==> src/rtl/decoder_rr_arbiter.sv <==
// ---------------------------------------------------------------------------
// decoder_rr_arbiter
//
// Round-robin arbiter for eight requesters. The grant is driven as an
// active-low one-hot vector, in the style of a decoder output. A rotating
// pointer marks the requester with the highest priority. After each release
// the pointer moves one place past the owner that released.
//
// Every release is followed by at least one IDLE cycle, and requests are only
// sampled in IDLE. Requests from other requesters during a grant are dropped,
// not queued.
//
// Optional feature (macro ARB_TIMEOUT_EN):
//    When defined, an 8-bit hold counter is added. An owner that keeps the
//    grant for MAX_HOLD cycles is forced to release, and timeout pulses for
//    one cycle. When undefined, there is no counter and timeout is tied low.
//
// Parameters:
//    MAX_HOLD   - grant cycles before forced release (1..255); only has an
//                 effect with ARB_TIMEOUT_EN.
//
// Ports:
//    clk        - clock, rising edge
//    rst        - asynchronous active-high reset
//    en         - enables new grants; dropping it releases the current owner
//    req[7:0]   - per-requester request lines
//    done       - single-cycle release strobe from the current owner
//    grant_n    - registered active-low one-hot grant (8'hFF = none)
//    grant_idx  - registered binary index of the owner (0 when idle)
//    busy       - registered, high while a grant is held
//    timeout    - registered single-cycle pulse on forced release
// ---------------------------------------------------------------------------
module decoder_rr_arbiter #(
   parameter int unsigned MAX_HOLD = 15
) (
   input  logic       clk,
   input  logic       rst,
   input  logic       en,
   input  logic [7:0] req,
   input  logic       done,
   output logic [7:0] grant_n,
   output logic [2:0] grant_idx,
   output logic       busy,
   output logic       timeout
);

   typedef enum logic {
      Idle  = 1'b0,
      Grant = 1'b1
   } state_e;

   state_e     state_q, state_d;
   logic [2:0] ptr_q, ptr_d;
   logic [7:0] grant_n_q, grant_n_d;
   logic [2:0] idx_q, idx_d;
   logic       busy_q, busy_d;

   logic       found;
   logic [2:0] winner;
   logic       releaseNormal;
   logic       holdExpired;
   logic       doGrant;
   logic       doRelease;

   // An out-of-range hold limit would make the counter compare meaningless,
   // so stop elaboration instead of building a broken arbiter.
   if (MAX_HOLD < 1 || MAX_HOLD > 255) begin : gBadMaxHold
      $error("decoder_rr_arbiter: MAX_HOLD must be in 1..255");
   end

   // Search for the first request, starting at the pointer and wrapping.
   // The 3-bit addition gives the modulo-8 wrap without extra logic.
   always_comb begin
      logic [2:0] cand;
      found  = 1'b0;
      winner = ptr_q;
      cand   = ptr_q;
      for (int i = 0; i < 8; i++) begin
         cand = ptr_q + 3'(i);
         if (!found && req[cand]) begin
            found  = 1'b1;
            winner = cand;
         end
      end
   end

   // Causes of an ordinary release. Any of these also suppresses the timeout
   // pulse when it falls on the same edge as the hold limit.
   assign releaseNormal = done | ~req[idx_q] | ~en;

`ifdef ARB_TIMEOUT_EN
   logic [7:0] holdCnt_q, holdCnt_d;
   logic       timeout_q, timeout_d;

   // The counter holds the number of grant cycles already completed. The
   // limit is therefore reached on the edge that ends cycle MAX_HOLD.
   assign holdExpired = ({1'b0, holdCnt_q} + 9'd1) == 9'(MAX_HOLD);

   // Clear on entry to GRANT, then count every cycle the grant is held.
   always_comb begin
      holdCnt_d = holdCnt_q;
      if (doGrant) begin
         holdCnt_d = 8'd0;
      end else if (state_q == Grant) begin
         holdCnt_d = holdCnt_q + 8'd1;
      end
   end

   // A forced release pulses timeout, unless an ordinary release happens on
   // the same edge.
   always_comb begin
      timeout_d = 1'b0;
      if (doRelease && holdExpired && !releaseNormal) begin
         timeout_d = 1'b1;
      end
   end

   always_ff @(posedge clk or posedge rst) begin
      if (rst) begin
         holdCnt_q <= 8'd0;
         timeout_q <= 1'b0;
      end else begin
         holdCnt_q <= holdCnt_d;
         timeout_q <= timeout_d;
      end
   end

   assign timeout = timeout_q;
`else
   assign holdExpired = 1'b0;
   assign timeout     = 1'b0;
`endif

   assign doGrant   = (state_q == Idle)  && en && found;
   assign doRelease = (state_q == Grant) && (releaseNormal || holdExpired);

   // State register. The registered outputs sit here too, so that reset
   // clears them asynchronously together with the state.
   always_ff @(posedge clk or posedge rst) begin
      if (rst) begin
         state_q   <= Idle;
         ptr_q     <= 3'd0;
         grant_n_q <= 8'hFF;
         idx_q     <= 3'd0;
         busy_q    <= 1'b0;
      end else begin
         state_q   <= state_d;
         ptr_q     <= ptr_d;
         grant_n_q <= grant_n_d;
         idx_q     <= idx_d;
         busy_q    <= busy_d;
      end
   end

   // Next-state logic. On release the pointer moves one place past the
   // owner that is leaving.
   always_comb begin
      state_d = state_q;
      ptr_d   = ptr_q;
      if (doGrant) begin
         state_d = Grant;
      end else if (doRelease) begin
         state_d = Idle;
         ptr_d   = idx_q + 3'd1;
      end
   end

   // Output logic. This computes the next values of the registered outputs.
   // grant_n is the inverted decode of the same index loaded into grant_idx,
   // so the two always agree.
   always_comb begin
      grant_n_d = grant_n_q;
      idx_d     = idx_q;
      busy_d    = busy_q;
      if (doGrant) begin
         grant_n_d = ~(8'b1 << winner);
         idx_d     = winner;
         busy_d    = 1'b1;
      end else if (doRelease) begin
         grant_n_d = 8'hFF;
         idx_d     = 3'd0;
         busy_d    = 1'b0;
      end
   end

   assign grant_n   = grant_n_q;
   assign grant_idx = idx_q;
   assign busy      = busy_q;

endmodule
==> config.mk <==
export PLATFORM = sky130hd
export DESIGN_NAME = decoder_rr_arbiter
export DESIGN_NICKNAME = d
export VERILOG_FILES = /design/src/rtl/decoder_rr_arbiter.sv
export SDC_FILE = /design/constraint.sdc
export NUM_CORES = 1
export LEC_CHECK = 0
export CELL_PAD_IN_SITES_DETAIL_PLACEMENT = 1
export CELL_PAD_IN_SITES_GLOBAL_PLACEMENT = 1
export CORE_MARGIN = 2
export CORE_UTILIZATION = 43
export CTS_BUF_LIST = sky130_fd_sc_hd__clkbuf_8
export CTS_CLUSTER_SIZE = 28
export DETAILED_ROUTE_END_ITERATION = 7
export PLACE_DENSITY = 0.83
export SLEW_MARGIN = 40
export SYNTH_ARGS = -nofsm -noshare
export SYNTH_HDL_FRONTEND = slang
export SYNTH_SLANG_ARGS = --single-unit
==> constraint.sdc <==
create_clock -name clk -period 4.2 [get_ports clk]
set_input_delay 0.84 -clock clk [delete_from_list [all_inputs] [get_ports clk]]
set_output_delay 0.84 -clock clk [all_outputs]
set_load 0.03 [all_outputs]
Yosys cells after proc, flatten, opt, wreduce, memory -nomap -nowiden
Index checks and enable logic that the tools add are counted.

Input port bits: 12. Bits in registers: 15. Logic and storage cells: 87. Output and inout port bits: 13.

Mux-type cells: 39. $add $sub $neg: 8. Shift operators: 1. Reductions and logical operators: 19. Bitwise operators: 7. Magnitude comparators: 9.

Operator list (number): $lt 3x4->1 const B (9); $bmux 1 s3 (9); $mux 3 (9); $mux 1 (19); $mux 8 (2); $add 3x3->3 const B (4); $logic_and 1x1->1 (10); $not 8->8 (1); $shl 1x3->8 const A (1); $logic_not 1->1 (7); $add 3x1->3 const B (2); $add 3x2->3 const B (2); $not 1->1 (4); $or 1x1->1 (2); $reduce_and 2->1 (1); $reduce_bool 2->1 (1).

Logic depth before layout (Yosys ltp)
Gate-level depths: netlist of run 1.

Word-level depth: 27. Depth in mapped cells: 12. Gate-level depth less buffers: 10.

Worst setup path before layout of run 1
Ideal clock, no wire load.

Path kind: flip-flop to flip-flop. From: register ptr_q[1]. To: register grant_n_q[1], in the netlist grant_n[1]. Library setup time: 0.084 ns. Buffers on the path: 1. Path slack: 1.098 ns. Cell stages (with the launch flop): 12. Required time: 4.116 ns. Period minus slack after synthesis: 3.102 ns. Arrival: 3.018 ns. Cells stage by stage: dfrtp_1 buf_2 inv_1 ha_1 mux4_2 mux2_4 a2bb2oi_1 nor3b_4 o21ai_2 o21bai_4 inv_2 o32a_1.

Longest elaborated chain between the ends: 27. Elaborated cells on any way between the ends: 57. Classes of those cells: 7 x add/sub; 1 x shift; 32 x mux; 1 x bitwise; 16 x reduce/logical.

Ends and longest elaborated chain: start: declaration (line 53) `logic [2:0] ptr_q, ptr_d;`; start signal: assignment (line 148) `ptr_q <= ptr_d;`; branches (longest 27 deep; another with $add 3x1->3); end signal: assignment (line 149) `grant_n_q <= grant_n_d;`; end: declaration (line 54) `logic [7:0] grant_n_q, grant_n_d;`.

Several ways; the timed one is not identified. The select of a mux whose other input is x is not followed. A chain may end at the register's enable or synchronous reset.

Worst setup path after layout of run 1
From: input port req[6]. To: register grant_n_q[1], in the netlist grant_n[1].

Longest elaborated chain between the ends: 27. Elaborated cells on any way between the ends: 56. Classes of those cells: 1 x shift; 34 x mux; 4 x bitwise; 17 x reduce/logical.

Ends and longest elaborated chain: start: declaration (line 39) `input logic [7:0] req,`; $bmux 1 s3 (line 80) `if (!found && req[cand]) begin`; $mux 1 (not written as such) (line 80); $mux 1 (line 80); $logic_not 1->1 (line 80); $logic_and 1x1->1 (line 80); $mux 1 (line 80); $logic_not 1->1 (line 80); $logic_and 1x1->1 (line 80); [... 11 more ...]; $logic_and 1x1->1 (line 80); $mux 1 (line 80); $logic_not 1->1 (line 80); $logic_and 1x1->1 (line 80); $mux 3 (line 80); $shl 1x3->8 (line 176) `grant_n_d = ~(8'b1 << winner);`; $not 8->8 (line 176); $mux 8 (line 175) `if (doGrant) begin`.

Parallel ways exist; a longest one is shown, timed or not. The select of a mux whose other input is x is not followed.

==> metrics.txt, run 1 <==
# TYPE chip_impl_metric gauge
chip_impl_info{name="synth.most_common_cell",value="sky130_fd_sc_hd__mux2i_1"} 1
chip_impl_metric{name="firstDrtPassIters",unit=""} 4
chip_impl_metric{name="cts_sinks",unit=""} 15
chip_impl_metric{name="worst_setup_hold_path_clk_slew",unit="ns"} 0.06
chip_impl_metric{name="io-pin-count",unit=""} 25
chip_impl_metric{name="place.port_buffers",unit=""} 23
chip_impl_info{name="rsz_0062_raised_after_global_routing",value="false"} 1
chip_impl_metric{name="cap_viol_max_count",unit=""} 0
chip_impl_metric{name="reg2reg_slack",unit="ns"} 0.84
chip_impl_metric{name="layout-drive-gt1-share",unit="%"} 21.9
chip_impl_metric{name="place_ws",unit="ns"} 0.487
chip_impl_metric{name="dieWidth",unit="µm"} 65.2
chip_impl_info{name="netlist_top_cells_count",value="15 x sky130_fd_sc_hd__mux2i_1, 13 x sky130_fd_sc_hd__nand2_1, 8 x sky130_fd_sc_hd__dfstp_2, 8 x sky130_fd_sc_hd__o21ai_0, 7 x sky130_fd_sc_hd__dfrtp_1"} 1
chip_impl_metric{name="max_freq",unit="GHz"} 0.285
chip_impl_metric{name="num_cts_buffers",unit=""} 3
chip_impl_info{name="cpMaxStageDelayCell",value="sky130_fd_sc_hd__mux4_1"} 1
chip_impl_metric{name="fillerInstances",unit=""} 428
chip_impl_metric{name="crit_path_time_final",unit="ns"} 3.51
chip_impl_metric{name="critical_path.max_stage_delay",unit="ns"} 0.62
chip_impl_metric{name="holdBufCountCts",unit=""} 0
chip_impl_metric{name="grt_first_pass_wirelength",unit="mm"} 7.87
chip_impl_info{name="post-synth-top-area-cell",value="sky130_fd_sc_hd__dfstp_2"} 1
chip_impl_metric{name="post-cts-setup-buffer-count",unit=""} 0
chip_impl_info{name="clockRootBuffer",value="sky130_fd_sc_hd__clkbuf_8"} 1
chip_impl_metric{name="async_flop_share",unit="%"} 100
chip_impl_metric{name="worstSetupPathDepth",unit=""} 9
chip_impl_metric{name="grt_max_degree",unit=""} 19
chip_impl_metric{name="fp-row-count",unit=""} 22
chip_impl_metric{name="layout.core_utilization",unit="%"} 52.8
chip_impl_metric{name="timing_max_transition_violations_final",unit=""} 0
chip_impl_info{name="netlist_top_cells_area",value="sky130_fd_sc_hd__dfstp_2 13%, sky130_fd_sc_hd__dfrtp_1 11%, sky130_fd_sc_hd__mux2i_1 9.3%, sky130_fd_sc_hd__mux4_2 7.0%, sky130_fd_sc_hd__mux4_1 4.9%"} 1
chip_impl_info{name="crit_family",value="multiplexers"} 1
chip_impl_info{name="worstHoldEndpoint",value="grant_n[2]$_DFFE_PP1P_"} 1
chip_impl_metric{name="worst_r2r_path_depth",unit=""} 10
chip_impl_metric{name="finalSetupViolCount",unit=""} 0
chip_impl_metric{name="floorplan.initialDensity",unit="%"} 44.4
chip_impl_metric{name="clock_tree.htree_level_count",unit=""} 1
chip_impl_metric{name="area_delta_synth_final",unit="%"} 19.1
chip_impl_metric{name="detailed_place_hpwl",unit="mm"} 3.47
chip_impl_metric{name="vias",unit=""} 1431
chip_impl_metric{name="antenna_violating_nets_post_route",unit=""} 0
chip_impl_metric{name="drtIter0Drc",unit=""} 117
chip_impl_metric{name="antenna_violations_before_repair",unit=""} 0
chip_impl_metric{name="grt_pass1_vias",unit=""} 1531
chip_impl_info{name="outcome",value="complete, no violations"} 1
chip_impl_metric{name="total_count_of_hold_check_failures_in_the_final_report",unit=""} 0
chip_impl_metric{name="clock_latency",unit="ns"} 0.24
chip_impl_metric{name="postSynthCellCount",unit=""} 161
chip_impl_metric{name="cp.buffers_inverters",unit=""} 1
chip_impl_metric{name="synth_warn",unit=""} 0
chip_impl_metric{name="fin_skew",unit="ns"} 0.00280
chip_impl_info{name="rr_endpoint",value="grant_n[1]$_DFFE_PP1P_"} 1
chip_impl_metric{name="timing.critical_path.required",unit="ns"} 4.37
chip_impl_info{name="postSynth.topFlopCell",value="sky130_fd_sc_hd__dfstp_2"} 1
chip_impl_info{name="timing.hold.worst.class",value="reg2reg"} 1
chip_impl_info{name="crit_path_cell_trace",value="clkdlybuf4s50_1 > mux4_1 > mux2i_1 > nand2_1 > nor3_1 > nand2_1 > nand2_1 > o21ai_1 > o32a_1"} 1
chip_impl_metric{name="route.detailed.drc",unit=""} 0
chip_impl_info{name="path_class",value="in2reg"} 1
chip_impl_metric{name="synthesis.area_per_instance",unit="µm²"} 10.0
chip_impl_metric{name="timing.hold.worst_path_depth",unit=""} 1
chip_impl_info{name="crit_path_end_kind",value="flip-flop"} 1
chip_impl_metric{name="final.setup.worst_slack",unit="ns"} 0.688
chip_impl_metric{name="yosys.area.top_type_share",unit="%"} 13.0
chip_impl_metric{name="worst-path-max-fanout",unit=""} 9
chip_impl_metric{name="final_nets",unit=""} 199
chip_impl_metric{name="vias_per_cell",unit=""} 6.19
chip_impl_metric{name="postSynthRegisterBits",unit=""} 15
chip_impl_metric{name="area_of_the_mapped_netlist",unit="µm²"} 1610
chip_impl_metric{name="tightest_slew",unit="ns"} 0.739
chip_impl_info{name="rr_startpoint",value="ptr_q[0]$_DFFE_PP0P_"} 1
chip_impl_metric{name="multi_input_logic_area",unit="µm²"} 1140
chip_impl_metric{name="routed_wire_length_per_instance",unit="µm"} 19.3
chip_impl_metric{name="holdWs",unit="ns"} 0.506
chip_impl_info{name="element_type_at_the_critical_path_start",value="input pin"} 1
chip_impl_info{name="timing.critical_path.mode_cell",value="sky130_fd_sc_hd__nand2_1"} 1
chip_impl_metric{name="cts.repair.resized",unit=""} 0
chip_impl_metric{name="synth_edf_count",unit=""} 0
chip_impl_metric{name="total_wirelength",unit="mm"} 4.45
chip_impl_metric{name="synth-seq-area-share",unit="%"} 23.9
chip_impl_metric{name="grt_use_total",unit="%"} 23.8
chip_impl_metric{name="overflow",unit=""} 0
chip_impl_info{name="hold_path_startpoint",value="grant_n[2]$_DFFE_PP1P_"} 1
chip_impl_metric{name="clk_path_buf_depth",unit=""} 2
chip_impl_metric{name="floorplan.die_area",unit="µm²"} 4250
chip_impl_metric{name="die_h",unit="µm"} 65.2
chip_impl_metric{name="yosys.cell_types.count",unit=""} 55
chip_impl_metric{name="timing.critical_path.arrival",unit="ns"} 3.68
chip_impl_metric{name="area_taken_by_flip_flops_and_latches",unit="µm²"} 385
chip_impl_info{name="cts_tree",value="yes"} 1
chip_impl_metric{name="design.core.area",unit="µm²"} 3630
chip_impl_metric{name="globalplace.congestion",unit=""} 0.833
chip_impl_metric{name="slew-limit-headroom",unit="%"} 50.7
chip_impl_metric{name="layout_worst_path_cycle_share",unit="%"} 83.6
chip_impl_metric{name="postSynthNetCount",unit=""} 176
chip_impl_metric{name="antennaDiodeCount",unit=""} 0
chip_impl_metric{name="setup_tns",unit="ns"} 0
==> flip-flops by register name (all words and copies together), names as in the netlist <==
| name | cells |
|---|---|
| ptr_q | 3 |
| grant_idx | 3 |
| busy | 1 |
| grant_n | 8 |
==> worst max-delay path by stage <==
stage                               startpoint                     end  slack [ns]
after floorplan           ptr_q[1]$_DFFE_PP0P_  grant_n[1]$_DFFE_PP1P_        1.10
after global placement                  req[6]  grant_n[1]$_DFFE_PP1P_        0.58
after detailed placement                req[6]  grant_n[1]$_DFFE_PP1P_        0.49
after CTS                               req[6]  grant_n[1]$_DFFE_PP1P_        0.73
after global routing                    req[1]  grant_n[2]$_DFFE_PP1P_        0.49
final                                   req[6]  grant_n[1]$_DFFE_PP1P_        0.69
==> kinds of logic (layout without fill, tap and decap cells) <==
group | Yosys count | count (layout) | synth area share [%]
adders and majority gates | 3 | 3 | 2.33
xor gates and xnor gates | 4 | 4 | 2.64
muxes | 33 | 33 | 29.0
other | 1 | 1 | 0.233
DFF | 15 | 15 | 23.9
buffers and inverters | 16 | 38 | 5.05
and+or+nand+nor | 42 | 42 | 13.8
AOI/OAI and AO/OA | 47 | 47 | 23.0
==> layout by cell type, fill, tap and decap left out, types with 4 or more instances in the layout <==
master and instances:
sky130_fd_sc_hd__a21oi_1 4, sky130_fd_sc_hd__a2bb2oi_1 5, sky130_fd_sc_hd__and2_1 4, sky130_fd_sc_hd__clkdlybuf4s50_1 23, sky130_fd_sc_hd__dfrtp_1 7, sky130_fd_sc_hd__dfstp_2 8
sky130_fd_sc_hd__inv_1 6, sky130_fd_sc_hd__mux2_2 4, sky130_fd_sc_hd__mux2i_1 15, sky130_fd_sc_hd__mux2i_2 4, sky130_fd_sc_hd__mux4_2 5, sky130_fd_sc_hd__nand2_1 13
sky130_fd_sc_hd__nand3_1 4, sky130_fd_sc_hd__nor2_1 6, sky130_fd_sc_hd__o21ai_0 8, sky130_fd_sc_hd__o21ai_1 4, sky130_fd_sc_hd__o32a_1 4
==> stage by stage <==
step | cell area, µm² | instances
after detailed placement | 1870 | 227
after global routing | 1920 | 231
after floorplan | 1610 | 161
after global placement | 1870 | 227
after CTS | 1920 | 231
final | 1920 | 231
==> routing by layer <==
metal  up-vias  GRT usage [%]  wire length [µm]
met3         4           2.05               117
met4         0           4.95                32
li1        667              -                 -
met2        29           40.8              2360
met5         -              0                 0
met1       731           32.8              1950
==> worst reg2reg max path: cells and delay by family (launching register included) <==
| family | cells | cell delay (ns) |
|---|---|---|
| compound gates | 2 | 0.51 |
| fa+ha+maj | 1 | 0.50 |
| buf+inv | 1 | 0.10 |
| flops | 1 | 0.36 |
| mux | 2 | 1.03 |
| simple gates | 4 | 0.79 |
==> final cells by class <==
| type | count | area share [%] |
|---|---|---|
| flip-flops and latches | 15 | 20.1 |
| well taps | 48 | 3.13 |
| multi-input cells | 130 | 59.6 |
| clock buffers | 3 | 2.15 |
| clock inverters | 1 | 0.261 |
| repair buffers | 26 | 13.2 |
| inverters | 8 | 1.56 |
Power of run 1 is left out: the tool's default activity adds up to more than one toggle a clock period on the data nets, which glitch-free logic cannot reach.
==> run 2: changes to the inputs <==
CORE_UTILIZATION = 39   (was 43)
PLACE_DENSITY = 0.79   (was 0.83)
clock period = 2.8 ns   (was 4.2 ns; I/O delays follow)
==> run 2 against run 1 <==
  * Non-clock buffer count rose by 43
  * The run now ends with setup timing left
  * Critical path depth rose by 1
  * Die area rose by 9.6%
  * Critical endpoint unchanged
==> metrics.txt, run 2 (synthesized netlist as in run 1, its figures left out) <==
# TYPE chip_impl_metric gauge
chip_impl_info{name="outcome",value="finished with violations"} 1
chip_impl_info{name="violations",value="setup timing"} 1
chip_impl_metric{name="worst-path-max-fanout",unit=""} 8
chip_impl_metric{name="area_taken_by_flip_flops_and_latches",unit="µm²"} 385
chip_impl_metric{name="routed_wire_length_per_instance",unit="µm"} 28.0
chip_impl_metric{name="clock_latency",unit="ns"} 0.26
chip_impl_info{name="hold_path_startpoint",value="grant_n[2]$_DFFE_PP1P_"} 1
chip_impl_metric{name="fin_skew",unit="ns"} 0.00224
chip_impl_metric{name="fillerInstances",unit=""} 417
chip_impl_info{name="clockRootBuffer",value="sky130_fd_sc_hd__clkbuf_8"} 1
chip_impl_metric{name="firstDrtPassIters",unit=""} 4
chip_impl_metric{name="dieWidth",unit="µm"} 68.3
chip_impl_metric{name="cts_sinks",unit=""} 15
chip_impl_metric{name="die_h",unit="µm"} 68.3
chip_impl_metric{name="worst_r2r_path_depth",unit=""} 10
chip_impl_metric{name="timing.critical_path.required",unit="ns"} 2.99
chip_impl_metric{name="antenna_violations_before_repair",unit=""} 1
chip_impl_metric{name="clk_path_buf_depth",unit=""} 2
chip_impl_info{name="layout_common_cells",value="43 x sky130_fd_sc_hd__buf_4, 15 x sky130_fd_sc_hd__clkdlybuf4s50_1, 11 x sky130_fd_sc_hd__nand2_1"} 1
chip_impl_metric{name="globalplace.congestion",unit=""} 0.883
chip_impl_info{name="most_common_cell_after_layout_fill_and_taps_aside",value="sky130_fd_sc_hd__buf_4"} 1
chip_impl_metric{name="setup_tns",unit="ns"} -2.52
chip_impl_metric{name="post_route_met1_wirelength",unit="mm"} 2.94
chip_impl_metric{name="finalSetupViolCount",unit=""} 11
chip_impl_metric{name="floorplan.initialDensity",unit="%"} 40.3
chip_impl_metric{name="floorplan.die_area",unit="µm²"} 4660
chip_impl_metric{name="final_nets",unit=""} 242
chip_impl_metric{name="vias",unit=""} 1769
chip_impl_metric{name="design.core.area",unit="µm²"} 4000
chip_impl_metric{name="tightest_slew",unit="ns"} 0.629
chip_impl_metric{name="placed_cell_areas",unit="µm²"} 2150
chip_impl_metric{name="crit_path_time_final",unit="ns"} 3.07
chip_impl_metric{name="num_cts_buffers",unit=""} 3
chip_impl_metric{name="multi_input_logic_area",unit="µm²"} 1400
chip_impl_info{name="rr_endpoint",value="grant_n[1]$_DFFE_PP1P_"} 1
chip_impl_metric{name="grt_max_degree",unit=""} 16
chip_impl_metric{name="total_wirelength",unit="mm"} 7.75
chip_impl_metric{name="vias_per_cell",unit=""} 6.39
chip_impl_info{name="cts_tree",value="yes"} 1
chip_impl_metric{name="slew-limit-headroom",unit="%"} 58.0
chip_impl_metric{name="place.port_buffers",unit=""} 23
chip_impl_metric{name="detailed_place_hpwl",unit="mm"} 4.33
chip_impl_metric{name="route.detailed.drc",unit=""} 0
chip_impl_metric{name="overflow",unit=""} 0
chip_impl_metric{name="largest_reg_flops",unit=""} 8
chip_impl_metric{name="cap_viol_max_count",unit=""} 0
chip_impl_metric{name="worst_setup_hold_path_clk_slew",unit="ns"} 0.07
chip_impl_metric{name="detailroute.wirelength.met2",unit="mm"} 3.87
chip_impl_metric{name="timing_max_transition_violations_final",unit=""} 0
chip_impl_info{name="crit_path_end_kind",value="flip-flop"} 1
chip_impl_metric{name="area_delta_synth_final",unit="%"} 55.7
chip_impl_info{name="rr_startpoint",value="ptr_q[1]$_DFFE_PP0P_"} 1
chip_impl_metric{name="drtIter0Drc",unit=""} 127
chip_impl_info{name="rsz_0062_raised_after_global_routing",value="true"} 1
chip_impl_metric{name="total_count_of_hold_check_failures_in_the_final_report",unit=""} 0
chip_impl_info{name="worst_setup_path_startpoint",value="ptr_q[1]$_DFFE_PP0P_"} 1
chip_impl_info{name="top_layer",value="met4"} 1
chip_impl_metric{name="grt_use_total",unit="%"} 32.4
chip_impl_metric{name="layout-drive-gt1-share",unit="%"} 50.4
chip_impl_info{name="worstHoldEndpoint",value="grant_n[2]$_DFFE_PP1P_"} 1
chip_impl_metric{name="reg2reg_slack",unit="ns"} -0.27
chip_impl_metric{name="grt_first_pass_wirelength",unit="mm"} 10.7
chip_impl_metric{name="max_freq",unit="GHz"} 0.325
chip_impl_metric{name="final.setup.worst_slack",unit="ns"} -0.275
chip_impl_metric{name="timing.hold.worst_path_depth",unit=""} 1
chip_impl_info{name="element_type_at_the_critical_path_start",value="flip-flop"} 1
chip_impl_metric{name="timing.critical_path.arrival",unit="ns"} 3.26
chip_impl_metric{name="final_area",unit="µm²"} 2510
chip_impl_info{name="path_class",value="reg2reg"} 1
chip_impl_metric{name="clock_tree.htree_level_count",unit=""} 1
chip_impl_metric{name="grt_pass1_vias",unit=""} 1877
chip_impl_info{name="timing.hold.worst.class",value="reg2reg"} 1
chip_impl_metric{name="io-pin-count",unit=""} 25
chip_impl_metric{name="fp-row-count",unit=""} 23
chip_impl_metric{name="antenna_violating_nets_post_route",unit=""} 0
chip_impl_metric{name="met3RoutedLength",unit="µm"} 468
chip_impl_metric{name="layout_worst_path_cycle_share",unit="%"} 110
[run 2: cell count changes in the layout (fill, tap and decap cells not counted), sizes merged]
cell and delta:
clkinvlp +1, clkinv -1, dlygate4sd2 +8, clkdlybuf4s50 -8, diode +1, buf +43
[run 2: routing by layer]
| layer | vias to the layer above | track usage [%] |
|---|---|---|
| met3 | 39 | 5.26 |
| met2 | 92 | 55.6 |
| li1 | 752 | - |
| met4 | 0 | 12.8 |
| met5 | - | 0 |
| met1 | 886 | 40.5 |
[run 2: what timing repair did]
action,4_1_cts,5_1_grt
pin swaps,6,6
setup endpoints to repair,11,11
setup buffers,7,7
cloned,0,0
hold buffers,0,0
resized for setup,25,29
[run 2: final cells by class]
type,count,area share (%)
multi-input cells,130,55.8
repair buffers,69,23.0
flip-flops and latches,15,15.4
well taps,50,2.49
clock buffers,3,1.65
inverters,8,1.30
clock inverters,1,0.299
diodes,1,0.0997
[run 2: worst max path at each step]
stage	end	slack, ns	cells past startpoint
2_1_floorplan	grant_n[1]$_DFFE_PP1P_	-0.10	11
3_3_place_gp	grant_n[1]$_DFFE_PP1P_	-0.39	9
3_5_place_dp	grant_n[0]$_DFFE_PP1P_	-0.52	9
4_1_cts	grant_n[0]$_DFFE_PP1P_	-0.14	11
5_1_grt	grant_n[1]$_DFFE_PP1P_	-0.39	10
6_report	grant_n[1]$_DFFE_PP1P_	-0.27	10
[run 2: worst max-delay path, cell delays in order (launching register included)]
cell,delay [ns]
sky130_fd_sc_hd__dfrtp_1,0.42
sky130_fd_sc_hd__inv_4,0.07
sky130_fd_sc_hd__ha_4,0.30
sky130_fd_sc_hd__mux4_2,0.60
sky130_fd_sc_hd__mux2_4,0.34
sky130_fd_sc_hd__o2bb2ai_4,0.25
sky130_fd_sc_hd__o21ai_1,0.11
sky130_fd_sc_hd__a222oi_1,0.30
sky130_fd_sc_hd__o21bai_4,0.24
sky130_fd_sc_hd__inv_2,0.07
sky130_fd_sc_hd__o32a_1,0.30
[run 2: through the flow]
stage	hold slack [ns]	worst slack (ns)	instances	utilization [%]
2_1_floorplan	0.456	-0.104	161	-
3_3_place_gp	0.493	-0.389	262	53.7
3_5_place_dp	0.503	-0.524	262	53.7
4_1_cts	0.513	-0.140	272	57.8
5_1_grt	0.536	-0.385	277	62.7
6_report	0.528	-0.275	277	62.7
Power of run 2 is left out for the same reason.
==> run 3: changes to the inputs <==
CORE_UTILIZATION = 43   (was 39)
PLACE_DENSITY = 0.83   (was 0.79)
clock period = 3.5 ns   (was 2.8 ns; I/O delays follow)
==> run 3 against run 2 <==
  * Global-route usage down 7.9 points
  * The run now ends clean
  * Flip-flop and latch count unchanged
  * Register-to-register slack better by 0.47 ns
  * Worst setup slack improved by 0.43 ns
  * Routed wire length shrank 38%
  * Cell count decreased by 15%
  * Largest cell class unchanged
  * Die area down 8.8%
==> metrics.txt, run 3 (synthesized netlist as in run 1, its figures left out) <==
# TYPE chip_impl_metric gauge
chip_impl_info{name="outcome",value="complete, no violations"} 1
chip_impl_metric{name="clock_latency",unit="ns"} 0.25
chip_impl_metric{name="fin_skew",unit="ns"} 0.00282
chip_impl_info{name="rsz_0062_raised_after_global_routing",value="false"} 1
chip_impl_metric{name="layout_worst_path_cycle_share",unit="%"} 95.5
chip_impl_metric{name="dieWidth",unit="µm"} 65.2
chip_impl_metric{name="holdBufCountCts",unit=""} 0
chip_impl_metric{name="instances_no_fill",unit=""} 236
chip_impl_info{name="cts_tree",value="yes"} 1
chip_impl_metric{name="area_delta_synth_final",unit="%"} 22.9
chip_impl_metric{name="area_taken_by_flip_flops_and_latches",unit="µm²"} 385
chip_impl_metric{name="io-pin-count",unit=""} 25
chip_impl_metric{name="grt_max_degree",unit=""} 18
chip_impl_metric{name="crit_path_time_final",unit="ns"} 3.34
chip_impl_metric{name="dp.cells",unit=""} 232
chip_impl_metric{name="globalplace.congestion",unit=""} 0.884
chip_impl_metric{name="antennaDiodeCount",unit=""} 0
chip_impl_info{name="most_common_cell_after_layout_fill_and_taps_aside",value="sky130_fd_sc_hd__clkdlybuf4s50_1"} 1
chip_impl_metric{name="antenna_violations_before_repair",unit=""} 0
chip_impl_metric{name="clk_path_buf_depth",unit=""} 2
chip_impl_metric{name="tightest_slew",unit="ns"} 0.661
chip_impl_metric{name="grt_first_pass_wirelength",unit="mm"} 7.94
chip_impl_metric{name="critical_path.max_stage_delay",unit="ns"} 0.61
chip_impl_info{name="clockRootBuffer",value="sky130_fd_sc_hd__clkbuf_8"} 1
chip_impl_metric{name="place.port_buffers",unit=""} 23
chip_impl_metric{name="vias",unit=""} 1427
chip_impl_info{name="hold_path_startpoint",value="grant_n[2]$_DFFE_PP1P_"} 1
chip_impl_info{name="cpMaxStageDelayCell",value="sky130_fd_sc_hd__mux4_2"} 1
chip_impl_metric{name="floorplan.initialDensity",unit="%"} 44.4
chip_impl_metric{name="largest_reg_flops",unit=""} 8
chip_impl_metric{name="timing_max_transition_violations_final",unit=""} 0
chip_impl_info{name="layout_common_cells",value="23 x sky130_fd_sc_hd__clkdlybuf4s50_1, 13 x sky130_fd_sc_hd__mux2i_1, 13 x sky130_fd_sc_hd__nand2_1"} 1
chip_impl_metric{name="design.core.area",unit="µm²"} 3630
chip_impl_metric{name="fillerInstances",unit=""} 425
chip_impl_metric{name="timing.critical_path.arrival",unit="ns"} 3.52
chip_impl_metric{name="fp-row-count",unit=""} 22
chip_impl_metric{name="multi_input_logic_area",unit="µm²"} 1170
chip_impl_metric{name="grt_pass1_vias",unit=""} 1511
chip_impl_metric{name="worst_setup_hold_path_clk_slew",unit="ns"} 0.06
chip_impl_metric{name="finalSetupViolCount",unit=""} 0
chip_impl_metric{name="floorplan.die_area",unit="µm²"} 4250
chip_impl_metric{name="max_freq",unit="GHz"} 0.299
chip_impl_metric{name="num_cts_buffers",unit=""} 3
chip_impl_metric{name="total_wirelength",unit="mm"} 4.82
chip_impl_metric{name="final_nets",unit=""} 204
chip_impl_info{name="worst_setup_path_startpoint",value="req[3]"} 1
chip_impl_info{name="timing.critical_path.mode_cell",value="sky130_fd_sc_hd__a2bb2oi_1"} 1
chip_impl_metric{name="overflow",unit=""} 0
chip_impl_metric{name="grt_use_total",unit="%"} 24.5
chip_impl_metric{name="vias_per_cell",unit=""} 6.05
chip_impl_metric{name="routed_wire_length_per_instance",unit="µm"} 20.4
chip_impl_metric{name="timing.critical_path.required",unit="ns"} 3.67
chip_impl_metric{name="worst-path-max-fanout",unit=""} 7
chip_impl_metric{name="antenna_violating_nets_post_route",unit=""} 0
chip_impl_metric{name="die_h",unit="µm"} 65.2
chip_impl_info{name="timing.hold.worst.class",value="reg2reg"} 1
chip_impl_metric{name="total_count_of_hold_check_failures_in_the_final_report",unit=""} 0
chip_impl_metric{name="cap_viol_max_count",unit=""} 0
chip_impl_info{name="crit_path_end_kind",value="flip-flop"} 1
chip_impl_metric{name="post-cts-setup-buffer-count",unit=""} 0
chip_impl_metric{name="clock_tree.htree_level_count",unit=""} 1
chip_impl_info{name="rr_startpoint",value="ptr_q[0]$_DFFE_PP0P_"} 1
chip_impl_metric{name="holdWs",unit="ns"} 0.505
chip_impl_metric{name="firstDrtPassIters",unit=""} 4
chip_impl_metric{name="cts_sinks",unit=""} 15
chip_impl_metric{name="slew-limit-headroom",unit="%"} 55.7
chip_impl_metric{name="detailed_place_hpwl",unit="mm"} 3.70
chip_impl_info{name="element_type_at_the_critical_path_start",value="input pin"} 1
chip_impl_metric{name="layout-drive-gt1-share",unit="%"} 26.1
chip_impl_info{name="crit_path_cell_trace",value="clkdlybuf4s50_1 > mux4_2 > mux2_4 > a2bb2oi_1 > nor3b_4 > a21oi_1 > mux2i_1 > nor2_1 > a2bb2oi_1"} 1
chip_impl_metric{name="drtIter0Drc",unit=""} 82
chip_impl_info{name="path_class",value="in2reg"} 1
chip_impl_metric{name="route.detailed.drc",unit=""} 0
run 3: changes by cell type in the layout (fill, tap and decap cells not counted), sizes merged:
cell / previous run / this run
diode: 1 / 0
clkdlybuf4s50: 15 / 23
clkinv: 0 / 1
buf: 46 / 8
dlygate4sd2: 8 / 0
clkinvlp: 1 / 0
run 3: final timing paths:
path,endpoint,slack (ns),cells past startpoint
min in group asynchronous,grant_idx[0]$_DFFE_PP0P_,0.80,2
max,grant_n[6]$_DFFE_PP1P_,0.16,9
max reg2reg,grant_n[6]$_DFFE_PP1P_,0.20,10
min,grant_n[2]$_DFFE_PP1P_,0.50,1
min reg2reg,grant_n[2]$_DFFE_PP1P_,0.50,1
max in group asynchronous,grant_n[2]$_DFFE_PP1P_,2.32,2
run 3: final cells by class:
type	count	share of cell area (%)
multi-input cells	130	59.0
flip-flops and latches	15	19.5
repair buffers	31	14.7
well taps	48	3.03
clock buffers	3	2.08
inverters	8	1.52
clock inverters	1	0.253
run 3: metal layers:
metal / track usage (%) / share of wire [%] / up-vias
met3: 2.05 / 1.9 / 5
met2: 45.2 / 53 / 21
li1: - / - / 674
met4: 6.25 / 0.96 / 0
met5: 0 / 0 / -
met1: 30.7 / 44 / 727
run 3: worst max-delay path, delay by kind of cell:
kind	cells	cell delay, ns
simple gates	2	0.49
mux	3	1.27
compound gates	3	0.51
buf+inv	1	0.53
run 3: per-stage QoR:
stage	util (%)	setup TNS, ns	cell area [µm²]	worst slack, ns
after detailed placement	52.6	-0.748	1910	-0.114
after floorplan	-	0	1610	0.398
final	54.5	0	1980	0.158
after CTS	53.9	0	1960	0.0644
after global routing	54.5	0	1980	0.0155
after global placement	52.6	0	1910	0.0706
run 3: repair_timing:
action                                  CTS  global route
resized for setup                         0             5
endpoints found under the setup margin    0            10
hold endpoints to repair                  0             0
Power of run 3 is left out for the same reason.
